==> config.mk <==
export PLATFORM = sky130hd
export DESIGN_NAME = adc_slot_tx
export DESIGN_NICKNAME = d
export VERILOG_FILES = /design/src/rtl/wm8731_pkg.sv /design/src/rtl/adc_slot_tx.sv
export SDC_FILE = /design/constraint.sdc
export NUM_CORES = 1
export LEC_CHECK = 0
export CORE_AREA = 2 2 71 73
export DETAILED_ROUTE_END_ITERATION = 6
export DIE_AREA = 0 0 73 75
export GPL_ROUTABILITY_DRIVEN = 0
export PLACE_DENSITY_LB_ADDON = 0.08
export SYNTH_ARGS = -nofsm -noshare
export SYNTH_HDL_FRONTEND = slang
export SYNTH_SLANG_ARGS = --single-unit
==> constraint.sdc <==
create_clock -name AUD_BCLK -period 1.5 [get_ports AUD_BCLK]
set_clock_uncertainty 0.05 [all_clocks]
set_input_delay 0.3 -clock AUD_BCLK [delete_from_list [all_inputs] [get_ports AUD_BCLK]]
set_output_delay 0.3 -clock AUD_BCLK [all_outputs]
set_load 0.05 [all_outputs]
==> src/rtl/wm8731_pkg.sv <==
// Shared WM8731 audio-interface definitions: slot FSM states and default slot geometry.
package wm8731_pkg;

  localparam int SLOT_W_DEF = 32;
  localparam int DATA_W_DEF = 16;
  localparam int CNT_W      = $clog2(SLOT_W_DEF);

  typedef enum logic [1:0] {
    ST_LOAD,
    ST_PAD,
    ST_DATA,
    ST_HOLD
  } slot_state_e;

endpackage

==> src/rtl/adc_slot_tx.sv <==
// Serialises one right-justified sample per right-channel slot onto AUD_ADCDAT, MSB first.
// Optional feature: define ADC_SLOT_TX_SIGNEXT_EN to sign-extend the sample into the pad bits.
module adc_slot_tx
  import wm8731_pkg::*;
#(
  parameter int SLOT_W = SLOT_W_DEF,
  parameter int DATA_W = DATA_W_DEF
) (
  input  logic                     AUD_BCLK,
  input  logic                     AUD_ADCLRCK,
  input  logic signed [DATA_W-1:0] iSample,
  input  logic                     iValid,
  output logic                     oReady,
  output logic                     oAUD_ADCDAT,
  output logic                     oUnderrun,
  output logic                     oDone
);

  localparam int             K_W    = $clog2(SLOT_W);
  localparam logic [K_W-1:0] K_LAST = K_W'(SLOT_W - 1);
  localparam logic [K_W-1:0] K_PAD  = K_W'(SLOT_W - DATA_W);
  localparam logic [K_W-1:0] K_ONE  = K_W'(1);

  slot_state_e       state_q, state_d;
  logic [K_W-1:0]    k_q, k_d;
  logic [SLOT_W-1:0] sh_q, sh_d;
  logic              dat_q, dat_d;
  logic              und_q, und_d;
  logic              done_q, done_d;

  logic [SLOT_W-1:0] load_word;
  logic [K_W-1:0]    k_nxt;

  // Whole slot word is built at LOAD; its MSB leaves on the same edge, so the rest is stored pre-shifted.
`ifdef ADC_SLOT_TX_SIGNEXT_EN
  assign load_word = iValid ? SLOT_W'(signed'(iSample)) : '0;
`else
  assign load_word = iValid ? SLOT_W'($unsigned(iSample)) : '0;
`endif

  assign k_nxt  = k_q + K_ONE;
  assign oReady = (state_q == ST_LOAD) && !AUD_ADCLRCK;

  always_comb begin
    // NOTE: every signal gets its hold value first so no path through the case can infer a latch.
    state_d = state_q;
    k_d     = k_q;
    sh_d    = sh_q;
    dat_d   = dat_q;
    und_d   = und_q;
    done_d  = done_q;
    unique case (state_q)
      ST_LOAD: begin
        und_d   = !iValid;
        dat_d   = load_word[SLOT_W-1];
        sh_d    = load_word << 1;
        k_d     = K_ONE;
        state_d = (K_ONE < K_PAD) ? ST_PAD : ST_DATA;
      end
      ST_PAD, ST_DATA: begin
        dat_d = sh_q[SLOT_W-1];
        sh_d  = sh_q << 1;
        if (k_q == K_LAST) begin
          state_d = ST_HOLD;
        end else begin
          k_d     = k_nxt;
          state_d = (k_nxt < K_PAD) ? ST_PAD : ST_DATA;
        end
      end
      ST_HOLD: begin
        dat_d  = 1'b0;
        done_d = 1'b1;
      end
      default: state_d = ST_LOAD;
    endcase
  end

  // LRCK high is the reset: the left slot is all zeros and a short frame aborts cleanly.
  always_ff @(posedge AUD_BCLK or posedge AUD_ADCLRCK) begin
    if (AUD_ADCLRCK) begin
      state_q <= ST_LOAD;
      k_q     <= '0;
      sh_q    <= '0;
      dat_q   <= 1'b0;
      und_q   <= 1'b0;
      done_q  <= 1'b0;
    end else begin
      // NOTE: non-blocking assignments keep every flop sampling the pre-edge values.
      state_q <= state_d;
      k_q     <= k_d;
      sh_q    <= sh_d;
      dat_q   <= dat_d;
      und_q   <= und_d;
      done_q  <= done_d;
    end
  end

  assign oAUD_ADCDAT = dat_q;
  assign oUnderrun   = und_q;
  assign oDone       = done_q;

endmodule

==> metrics <==
CP arrival between 1 and 1.5 ns; Clock Latency Late Sink around 0.29 ns; post-layout util 0.5208; Row Count 25; switching power 416.9 uW; Worst setup SP type flip-flop; EDFF count, synth 0; Flop pwr share 0.533; Syn. warnings 0; total gr overflow 0; Vias/cell between 5 and 6; Antenna Cells 0; status finished with violations; share of power burned in the clock network 0.409; Synth top area share 0.5694; TritonCTS clock tree done; top-count cell post-synth nand2_1; DR iter-0 viols 65; Tcrit/Tclk final 1.023; vias after detailed routing approximately 1400; Overall Global Routing Usage 0.1483; asr flop ratio synth 1.000; Avg WL per Cell approximately 13 um; syn nets 204; Total Die Area 0.005475 mm2; P_int between 1.5 and 2 mW; sw frac 0.2008; I/O pin cnt 23; Setup WS pre-CTS -0.09148 ns; crit path kind flip-flop to output pin; IO Port Bufs 22; final setup vio count 2; iteration count of the initial detailed-routing pass 4; count of cell types in the netlist 28; Power per Cell Area about 860 mW/mm2; number of global-route vias before repair about 1400; critical path endpoint category output pin; hold crit path type input pin to async pin; clk sinks between 40 and 50; VDD IR-drop max 0.4041 mV; Synth Register Bits 41; violated checks negative setup slack; Crit path max-delay family flip-flops; Clock transition at path regs roughly 0.080 ns; DIE WIDTH about 73 um; Post-synth top cells nand2_1, dfrtp_1, o21ai_0, a22oi_1, o21ai_1; crit-path max FO 2; final WL ~3600 um; RSZ-0062 raised after global routing yes; Synth area leader dfrtp_1; CTS Buf Count 5; final hold violations 0; synthesis-to-layout area growth 34.72%; critical path's slowest cell dfrtp_1; final critical-path required period about 1.5 ns; Core Area ~0.0047 mm2; worst path bufs/invs 2; Syn Inst Count 180; Req. time, crit path ~1.2 ns; sequential element share of the synthesized area 0.5694; first-pass GRT wire length ~6300 um; fin worst setup slack -0.03471 ns; htree depth 2; CP cell instances inv_2 > ha_4 > nor2b_4 > buf_12; initial antenna violation count 0; DRC 0; largest cells by area after synthesis dfrtp_1, nand2_1, a22oi_1; Rel. slew slack 0.8430; nets 243; Final HPWL DP 2377 um; Hold-fix buffers, CTS 0; Starting Density 0.3866; crit-path max cell delay ~0.40 ns; die height ~75 um; largest net degree at the start of global routing 45; Final Slew Violations 0; Post-synth top flop dfrtp_1; Mapped Area roughly 0.0018 mm2; number of max-cap violations 0; Clock Path Buffers 2; worst-margin pin slew 0.2346 ns; share of total power in combinational logic 0.058; ANT nets after route 0; Clock Tree Root clkbuf_8; layout cell share with drive strength beyond 1 0.2146; Peak Freq about 650 MHz; Mapped Avg Cell Area between 10 and 15 um2; static leakage approximately 1.1 nW
## flip-flops by register name (all words and copies together) (netlist names)
signal and flops:
sh_q 31, state_q 2, oUnderrun 1, k_q 5, oDone 1, oAUD_ADCDAT 1
## metal layers
metal  global-route usage  wire [um]
met5                    0          0
met4              0.04321         44
met3              0.04150        149
met2               0.2452       1733
met1               0.1911       1643
## power by group through the flow
stage	sequential (mW)	combinational [mW]	clock (mW)
after global placement	1.13	0.121	0
after floorplan	1.13	0.0391	0
final	1.11	0.120	0.849
after global routing	1.11	0.131	0.932
after detailed placement	1.13	0.123	0
after CTS	1.11	0.124	0.879
## path summary, 6_finish.rpt
path | endpoint | slack [ns] | startpoint | cells after the start
worst max register to register | k_q[3] | -0.03 | k_q[1] | 7
max in group asynchronous | state_q[1] | 0.79 | AUD_ADCLRCK | 3
worst max-delay path | oReady | -0.03 | state_q[0] | 4
min in group AUD_BCLK | sh_q[15] | 0.44 | sh_q[15] | 2
worst min-delay path | oAUD_ADCDAT | 0.42 | AUD_ADCLRCK | 3
worst min register to register | sh_q[15] | 0.44 | sh_q[15] | 2
## final cells by class
cell class | count | area, um2
multi-input combinational | 119 | 729.5
clock inverter | 2 | 35.03
inverter | 8 | 30.03
timing repair buffer | 44 | 470.5
tap | 54 | 67.56
clock buffer | 5 | 68.82
fill | 434 | 2233
sequential | 41 | 1026
## through the flow
step	hold WS [ns]	area (um2)	power (mW)	cells	TNS, ns
after floorplan	0.3431	1824	1.172	180	0
after global placement	0.4157	2253	1.250	262	-0.1074
after detailed placement	0.4229	2253	1.252	262	-0.7933
after CTS	0.4116	2417	2.110	273	-0.1058
after global routing	0.4337	2427	2.170	273	-0.3162
final	0.4152	2427	2.076	273	-0.06304
## layout by cell type (no fill, tap or decap)
master and count:
nor2b_4 2, o21ai_1 11, nand4b_1 1, clkinv_2 1
clkbuf_8 5, o31ai_1 1, o22ai_1 1, a21oi_1 3
ha_4 3, mux2i_1 2, o21ai_0 18, ha_2 2
and2_1 1, or2_2 1, and2_0 1, bufinv_16 1
a22oi_1 15, a22o_1 4, nand3_1 1, dfrtp_1 41
clkdlybuf4s50_1 18, buf_8 1, o21ba_2 1, nand2_1 44
nand3_2 1, nor2_1 1, a31oi_1 3, or2_4 1
buf_12 7, buf_4 18, inv_2 3, inv_1 5
nor2b_1 1
## worst min-delay path, cell delays in order
cell and delay, ns:
clkdlybuf4s50_1 0.46, inv_1 0.12, buf_12 0.24
## repair_timing
| action | in CTS | in global routing |
|---|---|---|
| pin swaps | 4 | 2 |
| setup buffers | 4 | 0 |
| setup endpoints to repair | 28 | 14 |
| resized for setup | 6 | 5 |
## cell families after synthesis
| kind of cell | count (synthesis) | share of synthesized area |
|---|---|---|
| fa+ha+maj | 5 | 0.03472 |
| mux | 2 | 0.01111 |
| simple gates | 55 | 0.1326 |
| buf+inv | 20 | 0.05763 |
| compound gates | 57 | 0.1944 |
| flops | 41 | 0.5694 |
No activity file was read; power rests on OpenSTA's default activity.
